--- src/rtl/game_sequencer_if.sv ---
// Game-flow bundle between the sequencer, the button/collision sources and the object datapath.
// master = sequencer side; slave = datapath/debouncer side.
interface game_sequencer_if #(
    parameter int SCORE_W = 4
);
    logic               frame_tick;
    logic               start;
    logic               shark_hit;
    logic [1:0]         bottle_hit;
    logic               move_en;
    logic               obj_reset;
    logic [1:0]         bottle_vis;
    logic [1:0]         lives;
    logic [SCORE_W-1:0] score;
    logic               q_IDLE;
    logic               q_PLAY;
    logic               q_HIT;
    logic               q_WIN;
    logic               q_LOSE;
    logic [1:0]         bg_sel;

    modport master (
        input  frame_tick, start, shark_hit, bottle_hit,
        output move_en, obj_reset, bottle_vis, lives, score,
        output q_IDLE, q_PLAY, q_HIT, q_WIN, q_LOSE, bg_sel
    );

    modport slave (
        output frame_tick, start, shark_hit, bottle_hit,
        input  move_en, obj_reset, bottle_vis, lives, score,
        input  q_IDLE, q_PLAY, q_HIT, q_WIN, q_LOSE, bg_sel
    );
endinterface

--- src/rtl/game_sequencer.sv ---
// Game-flow FSM for the ocean-cleanup game: lives, score, bottle respawn, background select.
// Outputs registered (1-cycle latency); events qualified by frame_tick; no backpressure.
module game_sequencer #(
    parameter int LIVES      = 3,
    parameter int WIN_SCORE  = 8,
    parameter int SCORE_W    = 4,
    parameter int HIT_FRAMES = 60,
    parameter int RESPAWN_FR = 120
) (
    input  logic                clk,
    input  logic                rst,
    game_sequencer_if.master    bus
);
    localparam int HIT_W = $clog2(HIT_FRAMES + 1);
    localparam int RSP_W = $clog2(RESPAWN_FR + 1);

    localparam logic [1:0]         LIVES_V  = 2'(LIVES);
    localparam logic [SCORE_W-1:0] WIN_V    = SCORE_W'(WIN_SCORE);
    localparam logic [HIT_W-1:0]   HIT_LAST = HIT_W'(HIT_FRAMES - 1);
    localparam logic [RSP_W-1:0]   RSP_LAST = RSP_W'(RESPAWN_FR - 1);

    // One-hot so each q_* output is a flop directly.
    typedef enum logic [4:0] {
        S_IDLE = 5'b00001,
        S_PLAY = 5'b00010,
        S_HIT  = 5'b00100,
        S_WIN  = 5'b01000,
        S_LOSE = 5'b10000
    } state_t;

    state_t                  state;
    logic [HIT_W-1:0]        hit_cnt;
    logic [1:0][RSP_W-1:0]   rsp;

    logic [1:0]              collect;
    logic [1:0]              n_col;
    logic [SCORE_W:0]        sum;
    logic [SCORE_W-1:0]      score_sat;
    logic                    win;
    logic [1:0]              vis_nxt;
    logic [1:0][RSP_W-1:0]   rsp_nxt;

    // A shark hit on the same frame masks any bottle pickup.
    assign collect   = bus.bottle_hit & bus.bottle_vis & {2{~bus.shark_hit}};
    assign n_col     = {1'b0, collect[0]} + {1'b0, collect[1]};
    assign sum       = {1'b0, bus.score} + {{(SCORE_W-1){1'b0}}, n_col};
    assign score_sat = sum[SCORE_W] ? {SCORE_W{1'b1}} : sum[SCORE_W-1:0];
    assign win       = (score_sat >= WIN_V);

    always_comb begin
        vis_nxt = bus.bottle_vis;
        rsp_nxt = rsp;
        for (int i = 0; i < 2; i++) begin
            if (collect[i]) begin
                vis_nxt[i] = 1'b0;
                rsp_nxt[i] = '0;
            end else if (!bus.bottle_vis[i]) begin
                if (rsp[i] == RSP_LAST)
                    vis_nxt[i] = 1'b1;
                else
                    rsp_nxt[i] = rsp[i] + RSP_W'(1);
            end
        end
    end

    always_ff @(posedge clk or negedge rst) begin
        if (!rst) begin
            state          <= S_IDLE;
            hit_cnt        <= '0;
            rsp            <= '0;
            bus.obj_reset  <= 1'b0;
            bus.bottle_vis <= 2'b11;
            bus.lives      <= LIVES_V;
            bus.score      <= '0;
        end else begin
            bus.obj_reset <= 1'b0;
            case (state)
                S_IDLE: begin
                    if (bus.start) begin
                        state          <= S_PLAY;
                        bus.obj_reset  <= 1'b1;
                        bus.lives      <= LIVES_V;
                        bus.score      <= '0;
                        bus.bottle_vis <= 2'b11;
                        rsp            <= '0;
                    end
                end
                S_PLAY: begin
                    if (bus.frame_tick) begin
                        bus.bottle_vis <= vis_nxt;
                        rsp            <= rsp_nxt;
                        if (bus.shark_hit) begin
                            bus.lives <= (bus.lives == 2'd0) ? 2'd0 : bus.lives - 2'd1;
                            hit_cnt   <= '0;
                            state     <= (bus.lives <= 2'd1) ? S_LOSE : S_HIT;
                        end else begin
                            bus.score <= score_sat;
                            if (win)
                                state <= S_WIN;
                        end
                    end
                end
                S_HIT: begin
                    // Freeze period: respawn counters and score untouched here.
                    if (bus.frame_tick) begin
                        if (hit_cnt == HIT_LAST) begin
                            state         <= S_PLAY;
                            bus.obj_reset <= 1'b1;
                        end else begin
                            hit_cnt <= hit_cnt + HIT_W'(1);
                        end
                    end
                end
                S_WIN, S_LOSE: begin
                    if (bus.start)
                        state <= S_IDLE;
                end
                default: state <= S_IDLE;
            endcase
        end
    end

    assign bus.q_IDLE  = state[0];
    assign bus.q_PLAY  = state[1];
    assign bus.q_HIT   = state[2];
    assign bus.q_WIN   = state[3];
    assign bus.q_LOSE  = state[4];
    assign bus.move_en = state[1];
    // 0 black, 1 ocean (play/hit), 2 white, 3 red
    assign bus.bg_sel  = {state[3] | state[4], state[1] | state[2] | state[4]};
endmodule
--- src/flat_wrapper.sv ---
// flat-port wrapper written by rule: the top's interface ports become plain ports
module game_sequencer_flat 
#(
    parameter int LIVES      = 3,
    parameter int WIN_SCORE  = 8,
    parameter int SCORE_W    = 4,
    parameter int HIT_FRAMES = 60,
    parameter int RESPAWN_FR = 120
)
  (clk, rst, bus_frame_tick, bus_start, bus_shark_hit, bus_bottle_hit, bus_move_en, bus_obj_reset, bus_bottle_vis, bus_lives, bus_score, bus_q_IDLE, bus_q_PLAY, bus_q_HIT, bus_q_WIN, bus_q_LOSE, bus_bg_sel);
  game_sequencer_if #(.SCORE_W(SCORE_W)) bus_i ();
  input  logic clk;
  input  logic rst;
  input wire logic [$bits(bus_i.frame_tick)-1:0] bus_frame_tick;
  input wire logic [$bits(bus_i.start)-1:0] bus_start;
  input wire logic [$bits(bus_i.shark_hit)-1:0] bus_shark_hit;
  input wire logic [$bits(bus_i.bottle_hit)-1:0] bus_bottle_hit;
  output wire logic [$bits(bus_i.move_en)-1:0] bus_move_en;
  output wire logic [$bits(bus_i.obj_reset)-1:0] bus_obj_reset;
  output wire logic [$bits(bus_i.bottle_vis)-1:0] bus_bottle_vis;
  output wire logic [$bits(bus_i.lives)-1:0] bus_lives;
  output wire logic [$bits(bus_i.score)-1:0] bus_score;
  output wire logic [$bits(bus_i.q_IDLE)-1:0] bus_q_IDLE;
  output wire logic [$bits(bus_i.q_PLAY)-1:0] bus_q_PLAY;
  output wire logic [$bits(bus_i.q_HIT)-1:0] bus_q_HIT;
  output wire logic [$bits(bus_i.q_WIN)-1:0] bus_q_WIN;
  output wire logic [$bits(bus_i.q_LOSE)-1:0] bus_q_LOSE;
  output wire logic [$bits(bus_i.bg_sel)-1:0] bus_bg_sel;
  assign bus_i.frame_tick = bus_frame_tick;
  assign bus_i.start = bus_start;
  assign bus_i.shark_hit = bus_shark_hit;
  assign bus_i.bottle_hit = bus_bottle_hit;
  assign bus_move_en = bus_i.move_en;
  assign bus_obj_reset = bus_i.obj_reset;
  assign bus_bottle_vis = bus_i.bottle_vis;
  assign bus_lives = bus_i.lives;
  assign bus_score = bus_i.score;
  assign bus_q_IDLE = bus_i.q_IDLE;
  assign bus_q_PLAY = bus_i.q_PLAY;
  assign bus_q_HIT = bus_i.q_HIT;
  assign bus_q_WIN = bus_i.q_WIN;
  assign bus_q_LOSE = bus_i.q_LOSE;
  assign bus_bg_sel = bus_i.bg_sel;
  game_sequencer #(.LIVES(LIVES), .WIN_SCORE(WIN_SCORE), .SCORE_W(SCORE_W), .HIT_FRAMES(HIT_FRAMES), .RESPAWN_FR(RESPAWN_FR)) u_core (.clk(clk), .rst(rst), .bus(bus_i));
endmodule
--- config.mk ---
export PLATFORM = sky130hd
export DESIGN_NAME = game_sequencer_flat
export DESIGN_NICKNAME = d
export VERILOG_FILES = /design/src/rtl/game_sequencer_if.sv /design/src/rtl/game_sequencer.sv /design/src/flat_wrapper.sv
export SDC_FILE = /design/constraint.sdc
export NUM_CORES = 1
export LEC_CHECK = 0
export CAP_MARGIN = 10
export CORE_ASPECT_RATIO = 0.75
export CORE_MARGIN = 5
export CORE_UTILIZATION = 28
export DETAILED_ROUTE_END_ITERATION = 8
export SETUP_SLACK_MARGIN = 0.02
export SLEW_MARGIN = 20
export SYNTH_ARGS = -nofsm -noshare
export SYNTH_HDL_FRONTEND = slang
export SYNTH_SLANG_ARGS = --single-unit
--- constraint.sdc ---
create_clock -name clk -period 2.3 [get_ports clk]
set_input_delay 0.345 -clock clk [delete_from_list [all_inputs] [get_ports clk]]
set_output_delay 0.345 -clock clk [all_outputs]
set_load 0.02 [all_outputs]
==> impl_metrics.ini <==
[finish]
drive_above_1_share = 0.199
layout_commonest_cell = dfrtp_1
layout_common_cells = 29 x dfrtp_1, 24 x buf_4, 23 x clkdlybuf4s50_1, 16 x nand2_1, 13 x o21ai_0
synthToLayoutAreaGrowth_pct = 26.6
stdcell_area_mm2 = 0.00278
diodes = 0
layout.nets = 283

[synth]
synthCells = 228
ys_types = 62
synth_edf_count = 0
synth_top_area_frac = 0.331
ys_warn_count = 0
syn_area_mm2 = 0.00219
postSynth.asyncResetShare = 1.00
synth_fp_nets = 240
yosys_most_used_dff = dfrtp_1
syn_avg_cell_area_um2 = 9.62
ys_seq_area_frac = 0.391
synth_top_area_cell = dfrtp_1
ys_seq_elements = 34
ys_top_cells_by_area = dfrtp_1 33%, dfstp_2 6.0%, mux2i_1 3.2%

[cts]
clk_pin_slew_worst_paths_ns = 0.07
cts_root_buf = clkbuf_8
cts_sinks = 34
cts_buffer_depth = 2
insertion_delay_ns = 0.29
cts_buffers = 5
cts_tree = built
htreeDepth = 2
postCtsHoldBufs = 0

[critical_path]
r2r_cells = 6
r2r_start = u_core.bus.bottle_vis[1]
required_ns = 2.47
path_class = input port to register
cp.arrival_ns = 2.31
startpoint_type = input port
critPathMaxStageDelay_ns = 0.47
critPathSlowestCell = clkdlybuf4s50_1
crit_path_cell_trace = clkdlybuf4s50_1, nand3b_1, fa_1, nand3b_1, mux2i_2, nor3_1, mux2_2
crit_top_cell = nand3b_1
worstReg2RegEnd = u_core.state[3]
worstSetupEndpointType = register
rrSetupSlack_ns = 0.19
crit_path_max_fanout = 4

[timing]
report.final.setup_viol = 0
tightest_slew_ns = 0.526
final-hold-violation-count = 0
period_minus_slack_ns = 2.14
finalMaxSlewViolations = 0
clock.fmax_ghz = 0.467
skew_ns = 0.00226
fin_crit_sh = 0.931
rsz0062_at_grt = false
maxSlewHeadroom = 0.648

[floorplan]
die_w_um = 112
fp.dieArea_mm2 = 0.00972
coreArea_mm2 = 0.00778
rows = 28
die_y_um = 86.7
io_pins = 24
start_util = 0.282

[pwr]
p_total_uw = 2390
power_density_mw_per_mm2 = 859
peakVddDrop_mv = 0.394
p_leak_uw = 0.00112

[detailed_routing]
dr.pass1.iters = 4
num_vias = 1963
ant_nets = 0
drt_iter0_markers = 155
drc = 0
routed_wl_um = 5650
viasPerCell = 5.21
wl_per_cell_um = 15.0

[grt]
grt_use_met1 = 0.171
overflow = 0
grtUsageTotal = 0.120
busiest_layer = met2
met2_usage = 0.174
grt_pass1_vias = 1877
use_met3 = 0.0272
grt_pass1_wl_um = 9360
grt_start_max_net_pins = 35
antenna_found_initial = 0

[place]
placed_area_mm2 = 0.00266
portBuffers = 23
gp_congestion = 0.836
dp_hpwl_um = 4160

[outcome]
status = finished, final reports clean

[min_path]
min_path_type = input port to asynchronous set/reset pin

[flow_run]
max_cap_violations = 0
==> critical path, delay by kind of cell <==
family / cells / cell delay, ns
fa+ha+maj: 1 / 0.45
buf+inv: 1 / 0.47
mux: 2 / 0.53
simple gates: 3 / 0.52
==> flip-flops by register name, indices dropped and copies added (netlist names) <==
name / cells
u_core.bus.score: 4
u_core.bus.bottle_vis: 2
u_core.bus.obj_reset: 1
u_core.bus.lives: 2
u_core.state: 5
u_core.rsp: 14
u_core.hit_cnt: 6
==> metrics by stage <==
step                setup slack, ns  std cells  hold WS, ns  setup TNS, ns   util
finish                        0.158        377        0.473              0  0.357
global route                 0.0258        377        0.512              0  0.357
CTS                           0.117        377        0.486              0  0.357
detailed placement           -0.209        369        0.506         -0.429  0.343
global placement            -0.0549        369        0.490         -0.118  0.343
floorplan                     0.111        228       0.0494              0      -
==> worst max-delay path by stage <==
stage | start | to
2_1_floorplan | u_core.bus.bottle_vis[0] | u_core.state[3]
3_3_place_gp | bus_shark_hit | u_core.state[1]
3_5_place_dp | bus_shark_hit | u_core.state[3]
4_1_cts | bus_shark_hit | u_core.state[3]
5_1_grt | bus_shark_hit | u_core.state[1]
6_report | bus_shark_hit | u_core.state[3]
==> per-layer routing <==
metal | part of all wire | wire length (um) | vias up
met3 | 0.069 | 392 | 5
met1 | 0.51 | 2870 | 943
li1 | - | - | 956
met4 | 0.011 | 61 | 0
met5 | 0 | 0 | -
met2 | 0.41 | 2330 | 59
==> power by group <==
| group | internal [uW] | total, uW | switching, uW | leakage (uW) |
|---|---|---|---|---|
| Combinational | 484 | 1040 | 552 | 0.000613 |
| Clock | 302 | 523 | 220 | 0.0000575 |
| Sequential | 707 | 828 | 121 | 0.000445 |
==> kinds of logic after synthesis <==
| family | Yosys count | synth area share |
|---|---|---|
| AND/OR/NAND/NOR | 93 | 0.244 |
| AO/OA/AOI/OAI | 66 | 0.236 |
| flip-flops | 34 | 0.391 |
| buffers and inverters | 19 | 0.0462 |
| multiplexers | 10 | 0.0473 |
| adder cells (fa/ha/maj) | 5 | 0.0319 |
| XOR/XNOR | 1 | 0.00399 |
==> cells in the mapped netlist (3+ instances only) <==
master	number
dfrtp_1	29
nand2_1	16
o21ai_0	13
nand3_1	12
nor3_1	10
nor2_1	9
inv_1	7
mux2i_1	7
o2bb2ai_1	7
a21oi_1	6
nand3b_1	6
a31oi_1	5
dfstp_2	5
nand2b_1	5
a22o_1	4
clkbuf_1	4
ha_1	4
nor2b_1	4
nor4_1	4
or2_2	4
a211o_1	3
and2_1	3
buf_2	3
buf_6	3
mux2_2	3
nor3b_1	3
o21bai_1	3
o31ai_1	3
==> repair_timing <==
action                     CTS  global route
buffers inserted             0             0
setup endpoints to repair    0             1
gates resized for setup      0             1
==> cell type report <==
type	count	area [um2]
timing repair buffer	47	410
fill	801	5000
tap	105	131
clock buffer	8	110
multi-input combinational	175	1240
sequential	34	857
inverter	8	30.0
Note: power is estimated with default switching activity, not from simulation.
